$ cat config.mk
export PLATFORM = sky130hd
export DESIGN_NAME = microsequencer
export DESIGN_NICKNAME = d
export VERILOG_FILES = /design/src/rtl/microseq_pkg.sv /design/src/rtl/microseq_cond.sv /design/src/rtl/microsequencer.sv
export SDC_FILE = /design/constraint.sdc
export NUM_CORES = 1
export LEC_CHECK = 0
export ABC_CLOCK_PERIOD_IN_PS = 2600
export BUFFER_PORTS_ARGS = -buffer_cell sky130_fd_sc_hd__buf_4
export CAP_MARGIN = 20
export CELL_PAD_IN_SITES_DETAIL_PLACEMENT = 0
export CELL_PAD_IN_SITES_GLOBAL_PLACEMENT = 1
export CORE_ASPECT_RATIO = 0.75
export CORE_UTILIZATION = 32
export CTS_BUF_LIST = sky130_fd_sc_hd__clkbuf_8 sky130_fd_sc_hd__clkbuf_16
export CTS_CLUSTER_SIZE = 8
export DETAILED_ROUTE_END_ITERATION = 12
export PLACE_DENSITY_LB_ADDON = 0.1
export REMOVE_ABC_BUFFERS = 1
export SLEW_MARGIN = 25
export SYNTH_ARGS = -nofsm -noshare
export SYNTH_HDL_FRONTEND = slang
export SYNTH_SLANG_ARGS = --single-unit
$ cat constraint.sdc
create_clock -name clk -period 2.6 [get_ports clk]
set_input_delay 0.26 -clock clk [delete_from_list [all_inputs] [get_ports clk]]
set_output_delay 0.26 -clock clk [all_outputs]
set_load 0.1 [all_outputs]
$ cat src/rtl/microseq_pkg.sv
// Shared encodings for the microprogram sequencer: sequencing ops, condition
// codes, microword field positions and the sequencer state type.
package microseq_pkg;

  localparam logic [2:0] OP_NEXT     = 3'b000;
  localparam logic [2:0] OP_END      = 3'b001;
  localparam logic [2:0] OP_CSKIP    = 3'b010;
  localparam logic [2:0] OP_RSV3     = 3'b011;
  localparam logic [2:0] OP_HALT     = 3'b100;
  localparam logic [2:0] OP_DISPATCH = 3'b101;
  localparam logic [2:0] OP_RSV6     = 3'b110;
  localparam logic [2:0] OP_RSV7     = 3'b111;

  localparam logic [3:0] COND_TRUE = 4'b0001;
  localparam logic [3:0] COND_Z    = 4'b0010;
  localparam logic [3:0] COND_N    = 4'b0011;
  localparam logic [3:0] COND_C    = 4'b0100;
  localparam logic [3:0] COND_NZ   = 4'b0101;

  localparam int unsigned CTRL_MSB = 28;
  localparam int unsigned CTRL_LSB = 7;
  localparam int unsigned COND_MSB = 6;
  localparam int unsigned COND_LSB = 3;
  localparam int unsigned OP_MSB   = 2;
  localparam int unsigned OP_LSB   = 0;

  typedef enum logic [1:0] {
    IDLE = 2'd0,
    RUN  = 2'd1,
    HALT = 2'd2
  } state_t;

endpackage

$ cat src/rtl/microseq_cond.sv
// Condition-code select over the ALU flags; unlisted codes evaluate false.
module microseq_cond
  import microseq_pkg::*;
(
  input  logic [3:0] cond,
  input  logic       flag_z,
  input  logic       flag_n,
  input  logic       flag_c,
  output logic       cond_true
);

  always_comb begin
    cond_true = 1'b0;
    case (cond)
      COND_TRUE: cond_true = 1'b1;
      COND_Z:    cond_true = flag_z;
      COND_N:    cond_true = flag_n;
      COND_C:    cond_true = flag_c;
      COND_NZ:   cond_true = ~flag_z;
      default:   cond_true = 1'b0;
    endcase
  end

endmodule

$ cat src/rtl/microsequencer.sv
// Microprogram sequencer: drives the microcode ROM address, exports the control
// field and decodes the sequencing field into the next micro-address.
module microsequencer
  import microseq_pkg::*;
#(
  parameter int ADDR_W = 8,
  parameter int WORD_W = 29,
  parameter int OPC_W  = 5,
  parameter int CNT_W  = 16
) (
  input  logic              clk,
  input  logic              reset_n,
  input  logic              start,
  input  logic              resume,
  input  logic [OPC_W-1:0]  opcode,
  input  logic              flag_z,
  input  logic              flag_n,
  input  logic              flag_c,
  input  logic              mem_wait,
  output logic [ADDR_W-1:0] r_addr,
  input  logic [WORD_W-1:0] r_data,
  output logic [WORD_W-8:0] ctrl,
  output logic              step_en,
  output logic              instr_done,
  output logic [CNT_W-1:0]  instr_count,
  output logic              halted,
  output logic              illegal
);

  state_t            state, state_nxt;
  logic [ADDR_W-1:0] upc, upc_nxt;
  logic [2:0]        op;
  logic [3:0]        cond;
  logic              cond_true;
  logic              retire;
  logic              set_ill;
  logic              slot_end;
  logic              zero_word;

  assign op        = r_data[OP_MSB:OP_LSB];
  assign cond      = r_data[COND_MSB:COND_LSB];
  assign slot_end  = (upc[2:0] == 3'b111);
  assign zero_word = (r_data == '0);

  microseq_cond u_cond (
    .cond      (cond),
    .flag_z    (flag_z),
    .flag_n    (flag_n),
    .flag_c    (flag_c),
    .cond_true (cond_true)
  );

  always_comb begin
    state_nxt = state;
    upc_nxt   = upc;
    retire    = 1'b0;
    set_ill   = 1'b0;
    case (state)
      IDLE: begin
        if (start) begin
          state_nxt = RUN;
          upc_nxt   = '0;
        end
      end
      HALT: begin
        if (resume) begin
          state_nxt = RUN;
          upc_nxt   = '0;
        end
      end
      RUN: begin
        if (!mem_wait) begin
          case (op)
            OP_NEXT, OP_RSV3, OP_RSV6, OP_RSV7: begin
              set_ill = (op != OP_NEXT);
              // falling off the end of an 8-word slot, or a blank word, retires
              if (slot_end || zero_word) begin
                upc_nxt = '0;
                retire  = 1'b1;
              end else begin
                upc_nxt = upc + ADDR_W'(1);
              end
            end
            OP_END: begin
              upc_nxt = '0;
              retire  = 1'b1;
            end
            OP_CSKIP: begin
              if (cond_true) begin
                upc_nxt = upc + ADDR_W'(1);
              end else begin
                upc_nxt = '0;
                retire  = 1'b1;
              end
            end
            OP_DISPATCH: upc_nxt = ADDR_W'({opcode, 3'b000});
            OP_HALT: begin
              upc_nxt   = '0;
              state_nxt = HALT;
            end
            default: upc_nxt = upc;
          endcase
        end
      end
      default: begin
        state_nxt = IDLE;
        upc_nxt   = '0;
      end
    endcase
  end

  always_ff @(posedge clk or negedge reset_n) begin
    if (!reset_n) begin
      state       <= IDLE;
      upc         <= '0;
      instr_done  <= 1'b0;
      instr_count <= '0;
      illegal     <= 1'b0;
    end else begin
      state      <= state_nxt;
      upc        <= upc_nxt;
      instr_done <= retire;
      if (retire) instr_count <= instr_count + CNT_W'(1);
      if (set_ill) illegal <= 1'b1;
    end
  end

  assign r_addr  = upc;
  assign step_en = (state == RUN) && !mem_wait;
  assign ctrl    = (state == RUN) ? r_data[CTRL_MSB:CTRL_LSB] : '0;
  assign halted  = (state == HALT);

endmodule
==> results of run 1 <==
==> cell type report <==
| type | instances | area share [%] |
|---|---|---|
| multi-input cells | 151 | 38.7 |
| well taps | 72 | 3.48 |
| clock buffers | 4 | 2.13 |
| flip-flops and latches | 28 | 27.1 |
| inverters | 8 | 1.16 |
| repair buffers | 94 | 27.4 |
==> per-layer routing <==
layer	wire length, um	vias up	part of all wire [%]	GRT usage [%]
met5	0	-	0	0
met4	22	0	0.47	3.69
met3	323	2	6.9	4.00
met2	1990	60	43	26.3
met1	2330	813	50	24.2
li1	-	872	-	-
==> flip-flops by register name, indices dropped and copies added, names as in the netlist <==
register and flops:
instr_count 16, r_addr 8, state 2, illegal 1
instr_done 1
==> synth_stat cells (4+ instances only) <==
library cell	instances	area [um^2]
nor2_1	10	37.5
o21ai_0	9	45.0
nand3_1	8	40.0
nand2_1	14	52.6
nor3_1	10	50.1
and3_1	5	31.3
inv_1	7	26.3
dfrtp_1	28	701
xor2_1	11	96.3
xnor2_1	5	43.8
nand4_1	5	31.3
and2_1	23	144
nor4_1	8	50.1
a22oi_1	4	30.0
==> placed cells by master, fill, tap and decap left out, types with 2 or more instances in the layout <==
cell type and count:
and2_1 23, nand3_1 8, xor2_1 11, nand3b_1 2
nand4_1 5, and3_1 5, ha_1 3, nor2_1 10
clkbuf_8 4, a22oi_1 4, nor4_1 8, nand2b_1 2
o22ai_1 2, a211oi_1 2, mux2_2 2, a22o_1 3
xnor2_1 5, nand2_1 14, o21bai_1 2, o21ai_0 9
dfrtp_1 28, nor3_1 10, a21oi_1 2, buf_4 93
nor2b_1 3, inv_1 7
==> worst paths after layout <==
kind                                 start              end  slack (ns)  cells after the start
max                               state[1]  instr_count[15]        0.46                      7
min                              opcode[4]        r_addr[7]        0.20                      3
max reg2reg                       state[1]  instr_count[15]        0.46                      7
min reg2reg                instr_count[15]  instr_count[15]        0.47                      1
max in group asynchronous          reset_n   instr_count[9]        1.90                      2
min in group asynchronous          reset_n  instr_count[12]        0.44                      2
==> power breakdown <==
| group | leakage (nW) | total, mW | switching (mW) | internal [mW] |
|---|---|---|---|---|
| Clock | 0.0288 | 0.267 | 0.131 | 0.135 |
| Combinational | 0.912 | 1.82 | 1.44 | 0.381 |
| Sequential | 0.356 | 0.588 | 0.0865 | 0.501 |
| Total | 1.30 | 2.68 | 1.66 | 1.02 |
==> worst min-delay path, cell delays in order <==
cell	delay (ns)
buf_4	0.08
a22oi_1	0.05
nand2_1	0.06
==> cell families (layout without fill, tap and decap cells) <==
family | Yosys count | count (layout) | share of synthesized area, %
AO/OA/AOI/OAI | 29 | 29 | 11.5
XOR/XNOR | 16 | 16 | 7.97
adder cells (fa/ha/maj) | 3 | 3 | 2.14
buffers and inverters | 13 | 106 | 3.70
flip-flops | 28 | 28 | 39.9
multiplexers | 2 | 2 | 1.28
AND/OR/NAND/NOR | 101 | 101 | 33.6
==> through the flow <==
stage                     area (um^2)  setup slack (ns)  setup TNS [ns]
after floorplan                  1720           -0.0830          -0.277
after global placement           2510             0.201               0
after detailed placement         2510             0.196               0
after CTS                        2580             0.170               0
after global routing             2580             0.304               0
final                            2580             0.461               0
==> repair_timing <==
action / CTS / global route
buffers inserted: 0 / 0
hold buffers: 1 / 0
setup endpoints to repair: 0 / 0
hold endpoints to repair: 28 / 0
==> results.yml, run 1 <==
run_status:
  outcome: "complete, no violations"
die:
  die_w_um: 87.6
  coreArea_um2: 5090
  num_rows: 22
  ios: 92
  dieArea_um2: 5800
  initial_core_util_pct: 34.5
  die_y_um: 66.2
critical_path:
  slowest_delay_ns: 0.51
  cp_slowest_cell: "or4_1"
  crit_type: "reg -> reg"
  endpoint_kind: "flip-flop"
  start_kind: "flip-flop"
  path_max_fanout: 9
  crit_chain: "nand2b_1 -> or2_1 -> inv_2 -> nand4_1 -> or4_1 -> nor2_1 -> xor2_1"
  crit_buf_inv: 1
  cp_top_family: "simple AND/OR/NAND/NOR gates"
  arrival_ns: 2.34
  required_ns: 2.80
layout:
  area_delta_synth_final_pct: 47.0
  num-fill-cells: 529
  nNetsFinal: 331
  num_antenna_cells: 0
  multi_input_area_um2: 1000
  utilization_pct: 50.8
  final_cells: 357
  drive_above_1_share_pct: 37.2
  ff_latch_area_um2: 701
clock_network:
  cts_buffers: 3
  cts_resized: 0
  cts.sinks: 28
  cts.path.max_buffers: 2
  clk-insertion-delay-late_ns: 0.27
  clk_pin_slew_ns: 0.10
  ctsHtreeMaxLevel: 1
  cts_tree: "done"
  clockRootBuffer: "clkbuf_8"
sta:
  max_freq_mhz: 468
  slew_headroom_pct: 57.4
  hold_viol: 0
  finalMaxSlewViolations: 0
  grt_setup_unrepaired: "no"
  hold_slack_ns: 0.200
  fin_skew_ns: 0.00776
  post-route-period-util_pct: 82.3
  worst_pin_slew_ns: 0.639
  finalSetupViolations: 0
  post-route-min-period_ns: 2.14
routing:
  ant_nets: 0
  wirelength_um: 4670
  avgRoutedWirePerCell_um: 13.1
  dr_total_vias: 1747
  drcViolationCount: 0
  drt-initial-drc-count: 80
  firstDrtPassIters: 4
  vias_per_cell: 4.89
logic_synthesis:
  netlist_area_um2: 1760
  syn-instance-count: 192
  yosys_warnings: 0
  ys_types: 44
  avgSynthCellArea_um2: 9.16
  synth-seq-cells: 28
  async_flop_share_pct: 100
  synth_ff_type: "dfrtp_1"
  synth_edf_count: 0
  yosysSeqAreaShare_pct: 39.9
placed_design:
  numPlacedInstances: 352
  port_buffers: 91
  hpwl_um: 3730
  place_congestion: 0.736
power_and_ir_drop:
  leakagePower_nw: 1.30
  power_density_nw_per_um2: 1030
  fin_total_pwr_mw: 2.68
  ir_drop_uv: 521
min_path:
  hold_path_class: "in -> reg"
global_routing:
  grt_pass1_vias: 1581
  antenna_found_initial: 0
  grt_max_degree: 29
  grt_pass1_wl_um: 7650
  track_usage_pct: 17.0
  overflow: 0
job:
  cap_violations: 0
(Power assumes the default switching activity.)
==> run 2, diff against run 1 <==
--- a/config.mk
+++ b/config.mk
@@ -5,7 +5,7 @@
 export SDC_FILE = /design/constraint.sdc
 export NUM_CORES = 1
 export LEC_CHECK = 0
-export ABC_CLOCK_PERIOD_IN_PS = 2600
+export ABC_CLOCK_PERIOD_IN_PS = 2100
 export BUFFER_PORTS_ARGS = -buffer_cell sky130_fd_sc_hd__buf_4
 export CAP_MARGIN = 20
 export CELL_PAD_IN_SITES_DETAIL_PLACEMENT = 0
==> constraint.sdc (replaced) <==
create_clock -name clk -period 2.1 [get_ports clk]
set_input_delay 0.21 -clock clk [delete_from_list [all_inputs] [get_ports clk]]
set_output_delay 0.21 -clock clk [all_outputs]
set_load 0.1 [all_outputs]
==> results.yml, run 2 (synthesis results as in run 1) <==
run_status:
  outcome: "complete, no violations"
routing:
  drcViolationCount: 0
  dr_total_vias: 1773
  drt-initial-drc-count: 50
  firstDrtPassIters: 4
  vias_per_cell: 4.77
  wirelength_um: 4670
  avgRoutedWirePerCell_um: 12.6
  ant_nets: 0
sta:
  hold_viol: 0
  fin_skew_ns: 0.00623
  post-route-period-util_pct: 96.6
  slew_headroom_pct: 63.7
  worst_pin_slew_ns: 0.542
  finalSetupViolations: 0
  setup_slack_ns: 0.0715
  max_freq_mhz: 493
  post-route-min-period_ns: 2.03
  finalMaxSlewViolations: 0
  hold_slack_ns: 0.163
layout:
  area_delta_synth_final_pct: 53.5
  regMostFlops: "instr_count"
  design_area_um2: 2700
  utilization_pct: 53.0
  nNetsFinal: 347
  num_antenna_cells: 0
  largest_reg_flops: 16
  final_cell_mix: "109 x buf_4, 28 x dfrtp_1, 23 x and2_1, 14 x nand2_1, 11 x xor2_1"
  layout_commonest_cell: "buf_4"
  drive_above_1_share_pct: 40.7
job:
  cap_violations: 0
critical_path:
  crit_chain: "ha_1 -> ha_1 -> a21o_1 -> o31ai_4 -> buf_4 -> mux2_2"
  cp_top_family: "compound AO/OA/AOI/OAI gates"
  start_kind: "flip-flop"
  r2r-end: "instr_count[1]"
  endpoint_kind: "flip-flop"
  required_ns: 2.26
  crit_buf_inv: 1
  slowest_delay_ns: 0.39
  r2r_slack_ns: 0.07
  crit_type: "reg -> reg"
  cp_slowest_cell: "dfrtp_1"
  arrival_ns: 2.19
  path_max_fanout: 6
  crit_top_cell: "ha_1"
  r2r-start: "r_addr[0]"
  ff2ff_path_depth: 6
global_routing:
  use_met1_pct: 23.6
  overflow: 0
  use_met3_pct: 3.37
  grt_max_degree: 29
  track_usage_pct: 16.4
  grt_pass1_wl_um: 7450
  grt-busiest-layer: "met2"
  antenna_found_initial: 0
  grt_pass1_vias: 1622
  met2_usage_pct: 25.7
power_and_ir_drop:
  leakagePower_nw: 1.37
  combPwrFrac_pct: 69.8
  seqPwrFrac_pct: 21.7
  swShare_pct: 61.9
  power_density_nw_per_um2: 1230
  power.clock.fraction_pct: 8.5
  switchingPower_mw: 2.06
  internal_power_mw: 1.27
  fin_total_pwr_mw: 3.32
  ir_drop_uv: 646
clock_network:
  ctsHtreeMaxLevel: 1
  cts.sinks: 28
  clk_pin_slew_ns: 0.09
  cts_tree: "done"
  clockRootBuffer: "clkbuf_8"
  clk-insertion-delay-late_ns: 0.27
  cts_buffers: 3
  cts.path.max_buffers: 2
min_path:
  hold-path-cell-count: 3
  worstHoldEndpoint: "r_addr[5]"
  min_from: "opcode[2]"
  hold_path_class: "in -> reg"
placed_design:
  placed_area_um2: 2610
  hpwl_um: 3780
  place_ws_ns: -0.147
  place_congestion: 0.780
  port_buffers: 91
die:
  ios: 92
  die_w_um: 87.6
  num_rows: 22
  dieArea_um2: 5800
  initial_core_util_pct: 34.5
  coreArea_um2: 5090
  die_y_um: 66.2
## run 2: cell count changes in the layout (fill, tap and decap cells not counted), sizes merged
cell    delta
clkbuf     -1
buf       +16
## run 2: layout make-up
class	instances	area (um^2)
clock buffer	3	41.3
fill	495	2390
inverter	8	30.0
multi-input combinational	151	1010
sequential	28	701
tap	72	90.1
timing repair buffer	110	828
## run 2: tightest hold or removal path, cell delays in order
cell,delay [ns]
buf_4,0.08
a22oi_1,0.05
nand2_1,0.06
## run 2: worst max-delay path by stage
stage,startpoint,to,slack (ns),cells past startpoint
final,r_addr[0],instr_count[1],0.07,6
after global routing,r_addr[1],instr_count[1],-0.03,6
after CTS,r_addr[0],instr_count[1],0.04,6
after detailed placement,r_addr[0],instr_count[1],-0.15,6
after global placement,r_addr[0],instr_count[1],-0.12,6
after floorplan,r_addr[0],instr_count[1],-0.58,5
## run 2: per-layer routing
layer | wire (um) | vias to the layer above
li1 | - | 907
met1 | 2370 | 808
met2 | 1990 | 56
met3 | 295 | 2
met4 | 14 | 0
met5 | 0 | -
## run 2: power groups by stage
stage | clock network, mW | logic, mW | registers, mW
final | 0.284 | 2.32 | 0.720
after global routing | 0.314 | 2.41 | 0.737
after CTS | 0.298 | 2.33 | 0.718
after detailed placement | 0 | 2.32 | 0.729
after global placement | 0 | 2.32 | 0.728
after floorplan | 0 | 1.23 | 1.24
## run 2: through the flow
stage                     TNS (ns)  cells
after global routing       -0.0286    372
after CTS                        0    369
after floorplan              -7.56    187
final                            0    372
after detailed placement    -0.495    365
after global placement      -0.278    365
## run 2: timing repair
action | in CTS | in global routing
setup endpoints to repair | 6 | 1
pin swaps | 0 | 1
hold buffers | 1 | 0
cloned | 0 | 0
hold endpoints to repair | 28 | 0
setup buffers | 0 | 3
resized for setup | 1 | 1
==> run 3, diff against run 2 <==
--- a/config.mk
+++ b/config.mk
@@ -5,18 +5,19 @@
 export SDC_FILE = /design/constraint.sdc
 export NUM_CORES = 1
 export LEC_CHECK = 0
-export ABC_CLOCK_PERIOD_IN_PS = 2100
+export ABC_CLOCK_PERIOD_IN_PS = 2550
 export BUFFER_PORTS_ARGS = -buffer_cell sky130_fd_sc_hd__buf_4
 export CAP_MARGIN = 20
 export CELL_PAD_IN_SITES_DETAIL_PLACEMENT = 0
 export CELL_PAD_IN_SITES_GLOBAL_PLACEMENT = 1
 export CORE_ASPECT_RATIO = 0.75
-export CORE_UTILIZATION = 32
+export CORE_UTILIZATION = 34
 export CTS_BUF_LIST = sky130_fd_sc_hd__clkbuf_8 sky130_fd_sc_hd__clkbuf_16
 export CTS_CLUSTER_SIZE = 8
 export DETAILED_ROUTE_END_ITERATION = 12
 export PLACE_DENSITY_LB_ADDON = 0.1
 export REMOVE_ABC_BUFFERS = 1
+export SKIP_CTS_REPAIR_TIMING = 1
 export SLEW_MARGIN = 25
 export SYNTH_ARGS = -nofsm -noshare
 export SYNTH_HDL_FRONTEND = slang
==> constraint.sdc (replaced) <==
create_clock -name clk -period 2.55 [get_ports clk]
set_input_delay 0.255 -clock clk [delete_from_list [all_inputs] [get_ports clk]]
set_output_delay 0.255 -clock clk [all_outputs]
set_load 0.1 [all_outputs]
==> results.yml, run 3 (synthesis results as in run 1) <==
run_status:
  outcome: "complete, no violations"
sta:
  setup_slack_ns: 0.359
  worst_pin_slew_ns: 0.651
  post-route-period-util_pct: 85.9
  slew_headroom_pct: 55.5
  grt_setup_unrepaired: "no"
  finalMaxSlewViolations: 0
  finalSetupViolations: 0
  hold_slack_ns: 0.197
  max_freq_mhz: 456
  post-route-min-period_ns: 2.19
  fin_skew_ns: 0.00364
  hold_viol: 0
die:
  die_w_um: 85.0
  num_rows: 22
  initial_core_util_pct: 35.7
  ios: 92
  die_y_um: 64.3
  dieArea_um2: 5460
  coreArea_um2: 4930
clock_network:
  clk-insertion-delay-late_ns: 0.27
  clockRootBuffer: "clkbuf_8"
  cts.sinks: 28
  cts.path.max_buffers: 2
  clk_pin_slew_ns: 0.10
  ctsHtreeMaxLevel: 1
  cts_buffers: 3
  cts_tree: "done"
critical_path:
  cp_top_family: "simple AND/OR/NAND/NOR gates"
  endpoint_kind: "flip-flop"
  crit_buf_inv: 1
  r2r-end: "instr_count[15]"
  cp_slowest_cell: "or4_1"
  r2r-start: "state[1]"
  ff2ff_path_depth: 7
  slowest_delay_ns: 0.52
  crit_type: "reg -> reg"
  required_ns: 2.75
  r2r_slack_ns: 0.36
  arrival_ns: 2.40
  start_kind: "flip-flop"
  path_max_fanout: 9
  crit_chain: "nand2b_1 -> or2_1 -> inv_2 -> nand4_1 -> or4_1 -> nor2_1 -> xor2_1"
power_and_ir_drop:
  ir_drop_uv: 844
  power_density_nw_per_um2: 1090
  fin_total_pwr_mw: 2.81
  leakagePower_nw: 1.30
placed_design:
  port_buffers: 91
  place_ws_ns: 0.120
  hpwl_um: 3570
  place_congestion: 0.732
  placed_area_um2: 2490
layout:
  nNetsFinal: 330
  design_area_um2: 2580
  area_delta_synth_final_pct: 46.7
  regMostFlops: "instr_count"
  drive_above_1_share_pct: 37.0
  num-fill-cells: 489
  num_antenna_cells: 0
  final_cell_mix: "92 x buf_4, 28 x dfrtp_1, 23 x and2_1, 14 x nand2_1, 11 x xor2_1"
  largest_reg_flops: 16
  layout_commonest_cell: "buf_4"
global_routing:
  overflow: 0
  grt_pass1_wl_um: 7650
  antenna_found_initial: 0
  grt_max_degree: 29
  grt_pass1_vias: 1589
  track_usage_pct: 17.7
min_path:
  worstHoldEndpoint: "r_addr[3]"
  min_from: "opcode[0]"
  hold_path_class: "in -> reg"
  hold-path-cell-count: 3
routing:
  ant_nets: 0
  vias_per_cell: 4.91
  drt-initial-drc-count: 93
  firstDrtPassIters: 4
  dr_total_vias: 1688
  avgRoutedWirePerCell_um: 13.4
  wirelength_um: 4600
  drcViolationCount: 0
job:
  cap_violations: 0
[run 3: changes by cell type in the layout (fill, tap and decap cells not counted)]
cell       change
buf_4         -17
bufinv_16      +1
nor4_1         +1
nor4_2         -1
[run 3: worst reg2reg max path, cell delays in order, from the launching register on]
cell and delay, ns:
dfrtp_1 0.42, nand2b_1 0.16, or2_1 0.34, inv_2 0.22, nand4_1 0.17, or4_1 0.52, nor2_1 0.14, xor2_1 0.15
[run 3: metal layers]
| metal | vias up | GRT usage (%) | wire, um |
|---|---|---|---|
| li1 | 873 | - | - |
| met1 | 779 | 25.2 | 2370 |
| met2 | 34 | 27.7 | 2050 |
| met3 | 2 | 4.01 | 175 |
| met4 | 0 | 2.97 | 12 |
| met5 | - | 0 | 0 |
[run 3: report_power, final]
group / switching (mW) / internal, mW
logic: 1.47 / 0.387
clock network: 0.139 / 0.210
registers: 0.0871 / 0.511
[run 3: how the worst max path moves through the flow]
stage	startpoint	end	cells after the start
2_1_floorplan	r_addr[0]	instr_count[1]	5
3_3_place_gp	r_addr[0]	instr_count[1]	5
3_5_place_dp	r_addr[0]	instr_count[1]	5
4_1_cts	r_addr[0]	instr_count[1]	5
5_1_grt	state[1]	instr_count[15]	7
6_report	state[1]	instr_count[15]	7
[run 3: final cells by class]
cell class              count  area [um^2]  share of cell area [%]
clock inverters             1         30.0                    1.16
clock buffers               3         41.3                    1.60
multi-input cells         151         1000                    38.8
inverters                   8         30.0                    1.16
repair buffers             93          701                    27.2
well taps                  60         75.1                    2.91
flip-flops and latches     28          701                    27.2
[run 3: per-stage QoR]
step / utilization, % / cells / setup TNS (ns)
floorplan: - / 187 / -0.794
global placement: 50.5 / 339 / 0
detailed placement: 50.5 / 339 / 0
CTS: 52.0 / 343 / 0
global route: 52.3 / 344 / 0
finish: 52.3 / 344 / 0
